File: config.mk
export PLATFORM = sky130hd
export DESIGN_NAME = vlogic_lanes
export DESIGN_NICKNAME = d
export VERILOG_FILES = /design/src/rtl/vlogic_lanes.sv
export SDC_FILE = /design/constraint.sdc
export NUM_CORES = 1
export LEC_CHECK = 0
export BUFFER_PORTS_ARGS = -buffer_cell sky130_fd_sc_hd__buf_2
export CELL_PAD_IN_SITES_DETAIL_PLACEMENT = 0
export CELL_PAD_IN_SITES_GLOBAL_PLACEMENT = 1
export CORE_MARGIN = 4
export CORE_UTILIZATION = 45
export CTS_CLUSTER_SIZE = 14
export DETAILED_ROUTE_END_ITERATION = 10
export MAX_ROUTING_LAYER = met4
export PLACE_DENSITY_LB_ADDON = 0.1
export RECOVER_POWER = 100
export SLEW_MARGIN = 20
export SYNTH_ARGS = -nofsm -noshare
export SYNTH_HDL_FRONTEND = slang
export SYNTH_SLANG_ARGS = --single-unit
File: constraint.sdc
create_clock -name module_clk_i -period 3.9 [get_ports module_clk_i]
set_input_delay 0.78 -clock module_clk_i [delete_from_list [all_inputs] [get_ports module_clk_i]]
set_output_delay 0.78 -clock module_clk_i [all_outputs]
set_load 0.01 [all_outputs]
File: src/rtl/vlogic_lanes.sv
// Multi-lane pipelined vector logical unit: AND/OR/XOR sub-units with operand and
// result inversion, tail-element masking, valid/ready handshakes and a done pulse.
module vlogic_lanes #(
    parameter int DATA_WIDTH = 32,
    parameter int LANES      = 4,
    parameter int VL_WIDTH   = 8
) (
    input  logic                        module_clk_i,
    input  logic                        rst_i,
    input  logic                        req_valid_i,
    output logic                        req_ready_o,
    input  logic [2:0]                  op_i,
    input  logic [VL_WIDTH-1:0]         vl_i,
    input  logic                        in_valid_i,
    output logic                        in_ready_o,
    input  logic [LANES*DATA_WIDTH-1:0] a_i,
    input  logic [LANES*DATA_WIDTH-1:0] b_i,
    output logic                        out_valid_o,
    input  logic                        out_ready_i,
    output logic [LANES*DATA_WIDTH-1:0] result_o,
    output logic [LANES-1:0]            out_be_o,
    output logic                        out_last_o,
    output logic                        done_o,
    output logic [1:0]                  state_o
);
    // Handshakes: a transfer happens on any cycle where valid and ready are both
    // high; valid never depends on ready, and a raised valid holds its payload.

    localparam int W = LANES * DATA_WIDTH;
    localparam logic [VL_WIDTH-1:0] LANES_VL = VL_WIDTH'(LANES);

    typedef enum logic [1:0] {IDLE = 2'd0, BUSY = 2'd1, FINISH = 2'd2} state_t;
    typedef enum logic [1:0] {U_AND = 2'd0, U_OR = 2'd1, U_XOR = 2'd2} unit_t;

    state_t                state;
    logic [2:0]            op_q;
    logic [VL_WIDTH-1:0]   remain;
    logic [VL_WIDTH-1:0]   step;
    unit_t                 unit_sel;
    unit_t                 out_unit;
    logic                  a_inv;
    logic                  r_inv;
    logic [W-1:0]          a_eff;
    logic [W-1:0]          lane_keep;
    logic [W-1:0]          and_d, or_d, xor_d;
    logic [W-1:0]          and_q, or_q, xor_q;
    logic [LANES-1:0]      be_d, be_q;
    logic                  valid_q;
    logic                  last_q;
    logic                  last_beat;
    logic                  in_fire;
    logic                  out_fire;

    always_comb begin
        unit_sel = U_AND;
        a_inv    = 1'b0;
        r_inv    = 1'b0;
        case (op_q)
            3'b001: r_inv = 1'b1;
            3'b010: a_inv = 1'b1;
            3'b011: unit_sel = U_OR;
            3'b100: begin unit_sel = U_OR; r_inv = 1'b1; end
            3'b101: begin unit_sel = U_OR; a_inv = 1'b1; end
            3'b110: unit_sel = U_XOR;
            3'b111: begin unit_sel = U_XOR; r_inv = 1'b1; end
            default: ;
        endcase
    end

    // Lane k is live while more than k elements remain; on non-final beats
    // remain exceeds LANES so every lane is live.
    always_comb begin
        be_d      = '0;
        lane_keep = '0;
        for (int k = 0; k < LANES; k++) begin
            be_d[k] = (remain > VL_WIDTH'(k));
            lane_keep[k*DATA_WIDTH +: DATA_WIDTH] = {DATA_WIDTH{be_d[k]}};
        end
    end

    assign a_eff = a_inv ? ~a_i : a_i;
    assign and_d = ({W{r_inv}} ^ (a_eff & b_i)) & lane_keep;
    assign or_d  = ({W{r_inv}} ^ (a_eff | b_i)) & lane_keep;
    assign xor_d = ({W{r_inv}} ^ (a_eff ^ b_i)) & lane_keep;

    assign last_beat = (remain <= LANES_VL);
    assign step      = last_beat ? remain : LANES_VL;

    // remain reaches zero once the final beat is taken, which closes the input.
    assign in_ready_o = (state == BUSY) && (remain != '0) && (!valid_q || out_ready_i);
    assign in_fire    = in_valid_i && in_ready_o;
    assign out_fire   = valid_q && out_ready_i;

    always_ff @(posedge module_clk_i) begin
        if (rst_i) begin
            state    <= IDLE;
            op_q     <= '0;
            remain   <= '0;
            and_q    <= '0;
            or_q     <= '0;
            xor_q    <= '0;
            out_unit <= U_AND;
            be_q     <= '0;
            valid_q  <= 1'b0;
            last_q   <= 1'b0;
        end else begin
            case (state)
                IDLE: begin
                    if (req_valid_i) begin
                        op_q   <= op_i;
                        remain <= vl_i;
                        state  <= (vl_i != '0) ? BUSY : FINISH;
                    end
                end
                BUSY: begin
                    if (out_fire && last_q) state <= FINISH;
                end
                FINISH: state <= IDLE;
                default: state <= IDLE;
            endcase

            if (in_fire) begin
                remain   <= remain - step;
                valid_q  <= 1'b1;
                last_q   <= last_beat;
                be_q     <= be_d;
                out_unit <= unit_sel;
                case (unit_sel)
                    U_OR:    or_q  <= or_d;
                    U_XOR:   xor_q <= xor_d;
                    default: and_q <= and_d;
                endcase
            end else if (out_fire) begin
                valid_q <= 1'b0;
                last_q  <= 1'b0;
            end
        end
    end

    always_comb begin
        case (out_unit)
            U_OR:    result_o = or_q;
            U_XOR:   result_o = xor_q;
            default: result_o = and_q;
        endcase
    end

    assign out_valid_o = valid_q;
    assign out_last_o  = last_q;
    assign out_be_o    = be_q;
    assign req_ready_o = (state == IDLE);
    assign done_o      = (state == FINISH);
    assign state_o     = state;

endmodule

==> impl_metrics.toml, run 1 <==
[status]
outcome = "finished, violations left"
failed_checks = "max-capacitance violations, max-slew violations"

[floorplan]
core_area_um2 = 52700
num_rows = 84
die_width_um = 239
num_io_pins = 411
start_util = 0.456
design.die.area_um2 = 57100
overall_die_height_um = 239

[power]
ir_drop_mv = 0.325
total_leakage_power_nw = 11.8
power.density_cell_area_nw_per_um2 = 409

[clock_network]
postCtsSetupBuffers = 0
max-clock-path-buffers = 3
clock_sink_count = 405
h-tree-depth = 2
clock_transition_at_the_register_clock_pins_on_the_worst_setup_and_hold_paths_after_cts_ns = 0.06
tritoncts = "built"
cts_hold_buf = 0
cts_root_buf = "sky130_fd_sc_hd__clkbuf_16"
cts_buffers = 48
worstSkewPairLatency_ns = 0.58
cts_resized = 0

[routing]
viasPerCell = 5.36
ant_nets = 0
drc_errors = 0
routedWlPerCell_um = 19.5
wl_um = 70300
drt_iter0_drc = 1052
vias = 19300
dr.pass1.iters = 5

[sta]
period_share = 0.907
final_skew_ns = 0.0169
slew_headroom = -0.0497
setup_repair_after_global_routing_missed_its_margin = "no"
finalCriticalPeriod_ns = 3.54
setup_viol = 0
timing_max_transition_violations_final = 57
final.setup.tns_ns = 0
maximum_achievable_frequency_ghz = 0.283
timing.final.hold_violations = 0
worst-slew-pin-transition_ns = 1.57
timing.hold.ws_ns = 0.450

[final_layout]
postLayoutCellArea_um2 = 28000
multi_input_comb_area_um2 = 14100
final-instance-count-excl-fill = 3607
area_growth_pct = 16.8
layout.filler_cells = 5002
final_core_util = 0.533
layout.nets = 3402
drive_above_1_share = 0.144
area_taken_by_flip_flops_and_latches_um2 = 8110

[synthesis]
synth_seq_cells = 405
synthesized_instance_count = 2568
synth_edf_count = 0
ys_async_sr_fraction = 0
number_of_library_cell_types_mapped_by_synthesis = 51
netlist_area_um2 = 24000
ys_dominant_reg_cell = "sky130_fd_sc_hd__dfxtp_1"
syn-num-nets = 3099
synth_sequential_area_ratio = 0.338
synth-warning-count = 0
avgSynthCellArea_um2 = 9.35

[setup_path]
timing.reg2reg.setup_slack_ns = 0.36
critical_path.max_fanout = 33
setup.worst_path.end_class = "register"
reg_to_reg_critical_path_endpoint = "xor_q[67]"
worst-endpoint-required_ns = 4.35
worst_r2r_path_depth = 7
worst-endpoint-arrival_ns = 3.99
timing.critical_path.from_type = "register"
timing.rr.start = "remain[1]"
timing.setup.critical_path_class = "register to register"

[placement]
gpl.final_weighted_congestion = 0.818
dpl-instance-area_um2 = 26700
placed_cells_incl_taps = 3509
portBuffers = 410
place.detailed.hpwl_um = 45700

[global_routing]
overall_routing_resource_usage = 0.243
grt_start_max_net_pins = 99
grt_first_pass_wirelength_um = 108000
globalRouteOverflowTotal = 0
grt_antenna_before_repair = 17
grt_pass1_vias = 19400

[worst_hold_path]
hold-path-cell-count = 2
timing.hold.worst.start = "xor_q[45]"
hold_class = "register to register"
min_delay_worst_endpoint = "xor_q[45]"

[job]
drv_cap = 1
==> how the worst max path moves through the flow <==
stage	from	to	slack [ns]	cells after the start
finish	remain[1]	xor_q[67]	0.36	7
global route	remain[1]	xor_q[67]	0.17	7
floorplan	out_unit[0]	result_o[100]	1.18	8
detailed placement	out_ready_i	and_q[26]	0.70	7
CTS	out_unit[0]	result_o[84]	0.44	6
global placement	out_ready_i	xor_q[34]	0.54	7
==> cell families (layout without fill, tap and decap cells) <==
group	after synthesis	after routing	synth area share
AO/OA/AOI/OAI	687	687	0.217
XOR/XNOR	513	513	0.187
adder cells (fa/ha/maj)	259	259	0.135
buffers and inverters	458	793	0.0772
flip-flops	405	405	0.338
multiplexers	3	3	0.00130
other	1	17	0.000156
AND/OR/NAND/NOR	242	242	0.0446
==> metrics by stage <==
| step | power (mW) | setup WS [ns] |
|---|---|---|
| finish | 11.5 | 0.364 |
| global route | 12.0 | 0.168 |
| CTS | 11.6 | 0.437 |
| detailed placement | 7.10 | 0.700 |
| global placement | 7.06 | 0.541 |
| floorplan | 6.40 | 1.18 |
==> power by group <==
group          internal (mW)  switching (mW)  total [mW]  leakage [nW]
combinational           1.20            1.49        2.69          7.77
clock                   2.66            1.83        4.49         0.764
sequential              4.22          0.0589        4.28          3.27
total                   8.09            3.38        11.5          11.8
==> Yosys cell counts, types with 3 or more instances <==
library cell,n,share of area
sky130_fd_sc_hd__dfxtp_1,405,0.34
sky130_fd_sc_hd__a22o_1,239,0.087
sky130_fd_sc_hd__inv_1,259,0.040
sky130_fd_sc_hd__o21ai_0,133,0.028
sky130_fd_sc_hd__a31oi_1,3,0.00078
sky130_fd_sc_hd__nor2_1,29,0.0045
sky130_fd_sc_hd__nand2_1,159,0.025
sky130_fd_sc_hd__and3_1,3,0.00078
sky130_fd_sc_hd__nor4_1,3,0.00078
sky130_fd_sc_hd__or3_1,15,0.0039
sky130_fd_sc_hd__o2bb2ai_1,128,0.047
sky130_fd_sc_hd__nand3_1,7,0.0015
sky130_fd_sc_hd__nand2b_1,4,0.0010
sky130_fd_sc_hd__a21oi_1,30,0.0063
sky130_fd_sc_hd__clkbuf_1,83,0.013
sky130_fd_sc_hd__a22oi_1,139,0.043
sky130_fd_sc_hd__nor2b_1,3,0.00078
sky130_fd_sc_hd__a211oi_1,3,0.00094
sky130_fd_sc_hd__ha_1,259,0.13
sky130_fd_sc_hd__buf_1,11,0.0017
sky130_fd_sc_hd__xor2_1,8,0.0029
sky130_fd_sc_hd__xnor2_1,505,0.18
sky130_fd_sc_hd__buf_2,103,0.021
==> critical path, stage by stage, from the launching register on <==
cell	delay [ns]
sky130_fd_sc_hd__dfxtp_1	0.50
sky130_fd_sc_hd__nor2_1	0.19
sky130_fd_sc_hd__and3_1	0.31
sky130_fd_sc_hd__nor2_1	0.81
sky130_fd_sc_hd__a21oi_4	0.31
sky130_fd_sc_hd__buf_16	0.27
sky130_fd_sc_hd__clkbuf_2	0.54
sky130_fd_sc_hd__a22o_1	0.44
==> routing by layer <==
metal | GRT usage | part of all wire
met5 | - | 0
met4 | 0.0752 | 0.025
met3 | 0.0436 | 0.053
met2 | 0.391 | 0.47
met1 | 0.314 | 0.45
==> area by class of cell <==
cell class                 instances  share of cell area
clock buffer                      67              0.0493
tap                              688              0.0307
timing repair buffer             452              0.0845
multi-input combinational       1705               0.504
inverter                         259              0.0347
antenna                           16             0.00143
sequential                       405               0.289
clock inverter                    15             0.00589
==> layout by cell type, fill, tap and decap left out, types with 9 or more instances in the layout <==
master                      instances
sky130_fd_sc_hd__dfxtp_1          405
sky130_fd_sc_hd__or3_1             15
sky130_fd_sc_hd__buf_4             19
sky130_fd_sc_hd__o2bb2ai_1        128
sky130_fd_sc_hd__clkbuf_1         137
sky130_fd_sc_hd__o21ai_0          133
sky130_fd_sc_hd__ha_1             257
sky130_fd_sc_hd__a21oi_1           29
sky130_fd_sc_hd__a22o_1           239
sky130_fd_sc_hd__clkbuf_8           9
sky130_fd_sc_hd__clkbuf_16         49
sky130_fd_sc_hd__a22oi_1          139
sky130_fd_sc_hd__buf_12            13
sky130_fd_sc_hd__inv_1            259
sky130_fd_sc_hd__nor2_1            22
sky130_fd_sc_hd__buf_2            282
sky130_fd_sc_hd__diode_2           16
sky130_fd_sc_hd__xnor2_1          505
sky130_fd_sc_hd__nand2_1          158
==> sequential cells by signal, indices dropped and copies added (netlist names), 2 cells and up <==
name	count
and_q	128
or_q	128
xor_q	128
remain	8
out_be_o	4
op_q	3
out_unit	2
state_o	2
No activity file was read; power rests on OpenSTA's default activity.
==> inputs of run 2 (changes only) <==
Settings changed: CTS_BUF_LIST from default to sky130_fd_sc_hd__clkbuf_4.
==> run 2 against run 1 <==
Net effect: the flow still finishes with violations (max-capacitance violations, max-slew violations); count of clock-buffer cells in the layout up 99; clock skew rose by 0.017 ns; setup slack worse by 0.15 ns; global-route usage grew 0.31 points; first-iteration DRC count increased by 3.1%; clock power fell by 15%; critical path type is now register to output pin; critical endpoint is now result_o[60]; largest power group is now sequential cells; highest routed layer unchanged.
==> impl_metrics.toml, run 2 (synthesis gave the netlist of run 1 again) <==
[final_layout]
most_frequent_cells_in_the_layout = "sky130_fd_sc_hd__xnor2_1 (505), sky130_fd_sc_hd__dfxtp_1 (405), sky130_fd_sc_hd__buf_2 (283)"
area_growth_pct = 16.0
layout.filler_cells = 5101
layout.nets = 3468
drive_above_1_share = 0.173
most_frequent_standard_cell_in_the_layout_excluding_fill_and_tap_cells = "sky130_fd_sc_hd__xnor2_1"
largest_registers = "and_q: 128 flops, or_q: 128 flops, xor_q: 128 flops"
final-instance-count-excl-fill = 3720

[power]
power.density_cell_area_nw_per_um2 = 388
fin_total_pwr_mw = 10.8
ir_drop_mv = 0.203
total_leakage_power_nw = 11.9

[setup_path]
worst_r2r_path_depth = 6
worst-endpoint-arrival_ns = 2.91
path_cells = "inv_1, ha_4, buf_12, a22oi_1, o21ai_0, clkbuf_2"
worst-endpoint-required_ns = 3.12
timing.setup.critical_path_class = "register to output pin"
worst_path_max_delay_cell = "sky130_fd_sc_hd__ha_4"
timing.reg2reg.setup_slack_ns = 0.29
worst_path_largest_cell_delay_ns = 0.48
critical_path.max_fanout = 49
setup.worst_path.end_class = "output pin"
timing.critical_path.from_type = "register"

[floorplan]
design.die.area_um2 = 57100
start_util = 0.456
overall_die_height_um = 239
num_io_pins = 411
core_area_um2 = 52700
die_width_um = 239
num_rows = 84

[routing]
dr.pass1.iters = 5
ant_nets = 0
drt_iter0_drc = 1085
wl_um = 70900
drc_errors = 0
vias = 19800
viasPerCell = 5.31
routedWlPerCell_um = 19.1

[sta]
timing_max_transition_violations_final = 130
timing.hold.ws_ns = 0.206
period_share = 0.946
timing.final.hold_violations = 0
setup_repair_after_global_routing_missed_its_margin = "no"
slew_headroom = -0.379
worst-slew-pin-transition_ns = 2.07
maximum_achievable_frequency_ghz = 0.271
final.setup.tns_ns = 0
setup_viol = 0
final_skew_ns = 0.0341
finalCriticalPeriod_ns = 3.69

[placement]
gpl.final_weighted_congestion = 0.818
portBuffers = 410
placed_cells_incl_taps = 3509
place.detailed.hpwl_um = 45700

[global_routing]
grt_pass1_vias = 19900
globalRouteOverflowTotal = 0
grt_start_max_net_pins = 99
overall_routing_resource_usage = 0.246
grt_first_pass_wirelength_um = 109000
grt_antenna_before_repair = 18

[status]
outcome = "finished, violations left"
failed_checks = "max-capacitance violations, max-slew violations"

[worst_hold_path]
hold-path-cell-count = 3
hold_class = "input port to register"

[clock_network]
cts_root_buf = "sky130_fd_sc_hd__clkbuf_4"
h-tree-depth = 3
worstSkewPairLatency_ns = 0.84
cts_hold_buf = 0
cts_buffers = 113
tritoncts = "built"
clock_transition_at_the_register_clock_pins_on_the_worst_setup_and_hold_paths_after_cts_ns = 0.06
max-clock-path-buffers = 3
clock_sink_count = 405

[job]
drv_cap = 2
==> run 2: path summary, 6_finish.rpt <==
path | from | to
max | out_unit[0] | result_o[60]
min | op_i[1] | op_q[1]
max reg2reg | state_o[0] | or_q[75]
min reg2reg | xor_q[60] | xor_q[60]
==> run 2: power breakdown <==
part           internal (mW)  switching (mW)
sequential              4.22          0.0588
combinational           1.20            1.49
clock                   1.99            1.85
==> run 2: metal layers <==
| layer | wire length, µm | up-vias | track usage | part of all wire |
|---|---|---|---|---|
| met3 | 4330 | 141 | 0.0551 | 0.061 |
| met1 | 31700 | 9523 | 0.311 | 0.45 |
| met5 | 0 | - | - | 0 |
| met4 | 2020 | 0 | 0.0848 | 0.029 |
| met2 | 32900 | 542 | 0.391 | 0.46 |
| li1 | - | 9563 | - | - |
==> run 2: layout make-up <==
type | count | area, µm² | area share
Multi-Input combinational cell | 1705 | 14100 | 0.507
Sequential cell | 405 | 8110 | 0.291
Antenna cell | 17 | 42.5 | 0.00153
Tap cell | 688 | 861 | 0.0309
Clock buffer | 166 | 1250 | 0.0447
Inverter | 259 | 972 | 0.0349
Clock inverter | 27 | 130 | 0.00467
Timing Repair Buffer | 453 | 2380 | 0.0855
==> run 2: per-stage QoR <==
step / worst slack [ns] / utilization / cell area (µm²)
after floorplan: 1.18 / - / 24000
after CTS: 0.0906 / 0.533 / 28000
after global routing: 0.0107 / 0.529 / 27900
after global placement: 0.541 / 0.506 / 26600
after detailed placement: 0.700 / 0.506 / 26700
final: 0.212 / 0.529 / 27900
==> run 2: what timing repair did <==
item / CTS / global route
buffers inserted: 0 / 1
endpoints found under the setup margin: 0 / 2
gates resized for setup: 0 / 0
==> run 2: critical path: cells and delay by family, from the launching register on <==
family,cells,cell delay (ns)
buffers and inverters,3,0.67
AO/OA/AOI/OAI,2,0.52
adder cells (fa/ha/maj),1,0.48
flip-flops,1,0.33
==> inputs of run 3 (changes only) <==
Settings changed: ABC_AREA from default to 1.
==> run 3 against run 2 <==
Net effect: the flow still finishes with violations (max-capacitance violations, max-slew violations); global-route usage rose by 1.8 points; hold slack barely moved; synthesized cell count rose by 53%; clock power rose by 3%.
==> impl_metrics.toml, run 3 <==
[synthesis]
netlist.area_leader.share = 0.297
syn-num-nets = 4453
synth_most_common_cell = "sky130_fd_sc_hd__a21oi_1"
synthesized_instance_count = 3922
ys_dominant_reg_cell = "sky130_fd_sc_hd__dfxtp_1"
synth_top_cell_by_area = "sky130_fd_sc_hd__dfxtp_1"
synth-warning-count = 0
ys_async_sr_fraction = 0
synth.area.top_cells = "sky130_fd_sc_hd__dfxtp_1 (30%), sky130_fd_sc_hd__ha_1 (12%), sky130_fd_sc_hd__a21oi_1 (12%)"
synth.top_cells.by_count = "sky130_fd_sc_hd__a21oi_1 (629), sky130_fd_sc_hd__nand2_1 (580), sky130_fd_sc_hd__dfxtp_1 (405)"
synth_sequential_area_ratio = 0.297
synth_edf_count = 0
avgSynthCellArea_um2 = 6.96
number_of_library_cell_types_mapped_by_synthesis = 37
synth_seq_cells = 405
netlist_area_um2 = 27300

[setup_path]
worst-endpoint-arrival_ns = 2.90
reg_to_reg_critical_path_endpoint = "xor_q[72]"
timing.rr.start = "op_q[1]"
setup.worst_path.end_class = "output pin"
timing.setup.critical_path_class = "register to output pin"
worst_r2r_path_depth = 10
timing.reg2reg.setup_slack_ns = 0.85
critical_path.max_fanout = 31
timing.critical_path.from_type = "register"
worst-endpoint-required_ns = 3.12

[power]
sequential_power_share = 0.339
ir_drop_mv = 0.227
power_frac_comb = 0.356
power.density_cell_area_nw_per_um2 = 418
netSwitchingPower_mw = 4.79
power.share.clock = 0.306
cell_internal_pwr_mw = 8.09
total_leakage_power_nw = 14.0
p_sw_frac = 0.372

[sta]
worst-slew-pin-transition_ns = 2.29
setup_repair_after_global_routing_missed_its_margin = "no"
timing_max_transition_violations_final = 122
finalCriticalPeriod_ns = 3.68
timing.final.hold_violations = 0
final_skew_ns = 0.0423
setup_viol = 0
final.setup.tns_ns = 0
maximum_achievable_frequency_ghz = 0.272
slew_headroom = -0.529
timing.hold.ws_ns = 0.206
period_share = 0.943

[global_routing]
globalRouteOverflowTotal = 0
grt_start_max_net_pins = 276
grt_first_pass_wirelength_um = 133000
grt_pass1_vias = 24200
grt_antenna_before_repair = 6
overall_routing_resource_usage = 0.264

[routing]
routedWlPerCell_um = 17.2
ant_nets = 0
drc_errors = 0
wl_um = 86400
vias = 26200
dr.pass1.iters = 5
drt_iter0_drc = 1507
viasPerCell = 5.21

[final_layout]
drive_above_1_share = 0.185
layout.nets = 4710
most_frequent_cells_in_the_layout = "sky130_fd_sc_hd__a21oi_1 (628), sky130_fd_sc_hd__nand2_1 (580), sky130_fd_sc_hd__dfxtp_1 (405)"
area_growth_pct = 12.8
largest_registers = "and_q: 128 flops, or_q: 128 flops, xor_q: 128 flops"
most_frequent_standard_cell_in_the_layout_excluding_fill_and_tap_cells = "sky130_fd_sc_hd__a21oi_1"

[floorplan]
die_width_um = 254
core_area_um2 = 60200
num_rows = 90
design.die.area_um2 = 64700
overall_die_height_um = 254
start_util = 0.453
num_io_pins = 411

[clock_network]
cts_buffers = 115
cts_root_buf = "sky130_fd_sc_hd__clkbuf_4"
max-clock-path-buffers = 3
h-tree-depth = 3
postCtsSetupBuffers = 0
clock_sink_count = 405
worstSkewPairLatency_ns = 0.88
clock_transition_at_the_register_clock_pins_on_the_worst_setup_and_hold_paths_after_cts_ns = 0.07
tritoncts = "built"

[job]
drv_cap = 2

[worst_hold_path]
min_delay_worst_endpoint = "op_q[2]"
hold-path-cell-count = 3
hold_class = "input port to register"
timing.hold.worst.start = "op_i[2]"

[status]
failed_checks = "max-capacitance violations, max-slew violations"
outcome = "finished, violations left"

[placement]
place.detailed.hpwl_um = 52500
portBuffers = 410
gpl.final_weighted_congestion = 0.810
run 3: changes by cell type after synthesis, moves of 90 or more:
cell	delta
sky130_fd_sc_hd__o21ai_0	+102
sky130_fd_sc_hd__a21oi_1	+599
sky130_fd_sc_hd__o21ai_1	+102
sky130_fd_sc_hd__o2bb2ai_1	-128
sky130_fd_sc_hd__nand3_1	+265
sky130_fd_sc_hd__a22oi_1	-139
sky130_fd_sc_hd__or2_2	+260
sky130_fd_sc_hd__nor2_1	+232
sky130_fd_sc_hd__nand2_1	+421
sky130_fd_sc_hd__xnor2_1	-377
sky130_fd_sc_hd__clkbuf_1	+90
sky130_fd_sc_hd__a22o_1	-239
run 3: worst max path at each step:
stage                startpoint             to  slack (ns)
CTS                 out_unit[0]   result_o[32]        0.09
global route        out_unit[0]  result_o[100]        0.01
detailed placement  out_unit[0]   result_o[32]        1.08
floorplan           out_unit[0]  result_o[107]        1.55
global placement    out_unit[0]   result_o[32]        1.09
finish              out_unit[0]  result_o[100]        0.22
run 3: layout make-up:
class	instances	area, µm²
Clock inverter	24	169
Sequential cell	405	8110
Multi-Input combinational cell	2900	16700
Antenna cell	8	20.0
Fill cell	6341	29400
Tap cell	782	978
Clock buffer	162	1220
Timing Repair Buffer	456	2460
Inverter	301	1140
run 3: repair_timing:
| action | 4_1_cts | 5_1_grt |
|---|---|---|
| resized for setup | 0 | 1 |
| endpoints found under the hold margin | 0 | 0 |
| setup endpoints to repair | 0 | 1 |
| hold buffers | 0 | 0 |
run 3: stage by stage:
| step | cell area [µm²] | power (mW) | std cells | utilization | setup slack [ns] |
|---|---|---|---|---|---|
| floorplan | 27300 | 7.79 | 3922 | - | 1.55 |
| global placement | 29600 | 9.07 | 4844 | 0.491 | 1.09 |
| detailed placement | 29600 | 9.10 | 4844 | 0.491 | 1.08 |
| CTS | 31000 | 13.1 | 5030 | 0.514 | 0.0867 |
| global route | 30800 | 13.8 | 5037 | 0.511 | 0.0132 |
| finish | 30800 | 12.9 | 5038 | 0.511 | 0.223 |
run 3: critical path, cell delays in order, from the launching register on:
cell and delay, ns:
sky130_fd_sc_hd__dfxtp_1 0.35, sky130_fd_sc_hd__inv_1 0.10, sky130_fd_sc_hd__ha_4 0.51, sky130_fd_sc_hd__clkbuf_4 0.52, sky130_fd_sc_hd__a21oi_1 0.12, sky130_fd_sc_hd__a21oi_1 0.25, sky130_fd_sc_hd__buf_2 0.18
run 3: kinds of logic after synthesis:
kind of cell | share of synthesized area
AOI/OAI and AO/OA | 0.189
and+or+nand+nor | 0.242
adders and majority gates | 0.119
buffers and inverters | 0.0926
xor gates and xnor gates | 0.0600
other | 0.000137
DFF | 0.297
run 3: metal layers:
layer / vias up / GRT usage / wire, µm
li1: 13400 / - / -
met4: 0 / 0.0738 / 1990
met5: - / - / 0
met3: 146 / 0.0462 / 5140
met1: 12000 / 0.345 / 39700
met2: 676 / 0.424 / 39600
run 3: power groups by stage:
stage          clock [mW]  combinational (mW)  sequential, mW
2_1_floorplan           0                3.36            4.43
3_3_place_gp            0                4.62            4.45
3_5_place_dp            0                4.65            4.45
4_1_cts              4.07                4.68            4.36
5_1_grt              4.29                5.19            4.37
6_report             3.94                4.59            4.36
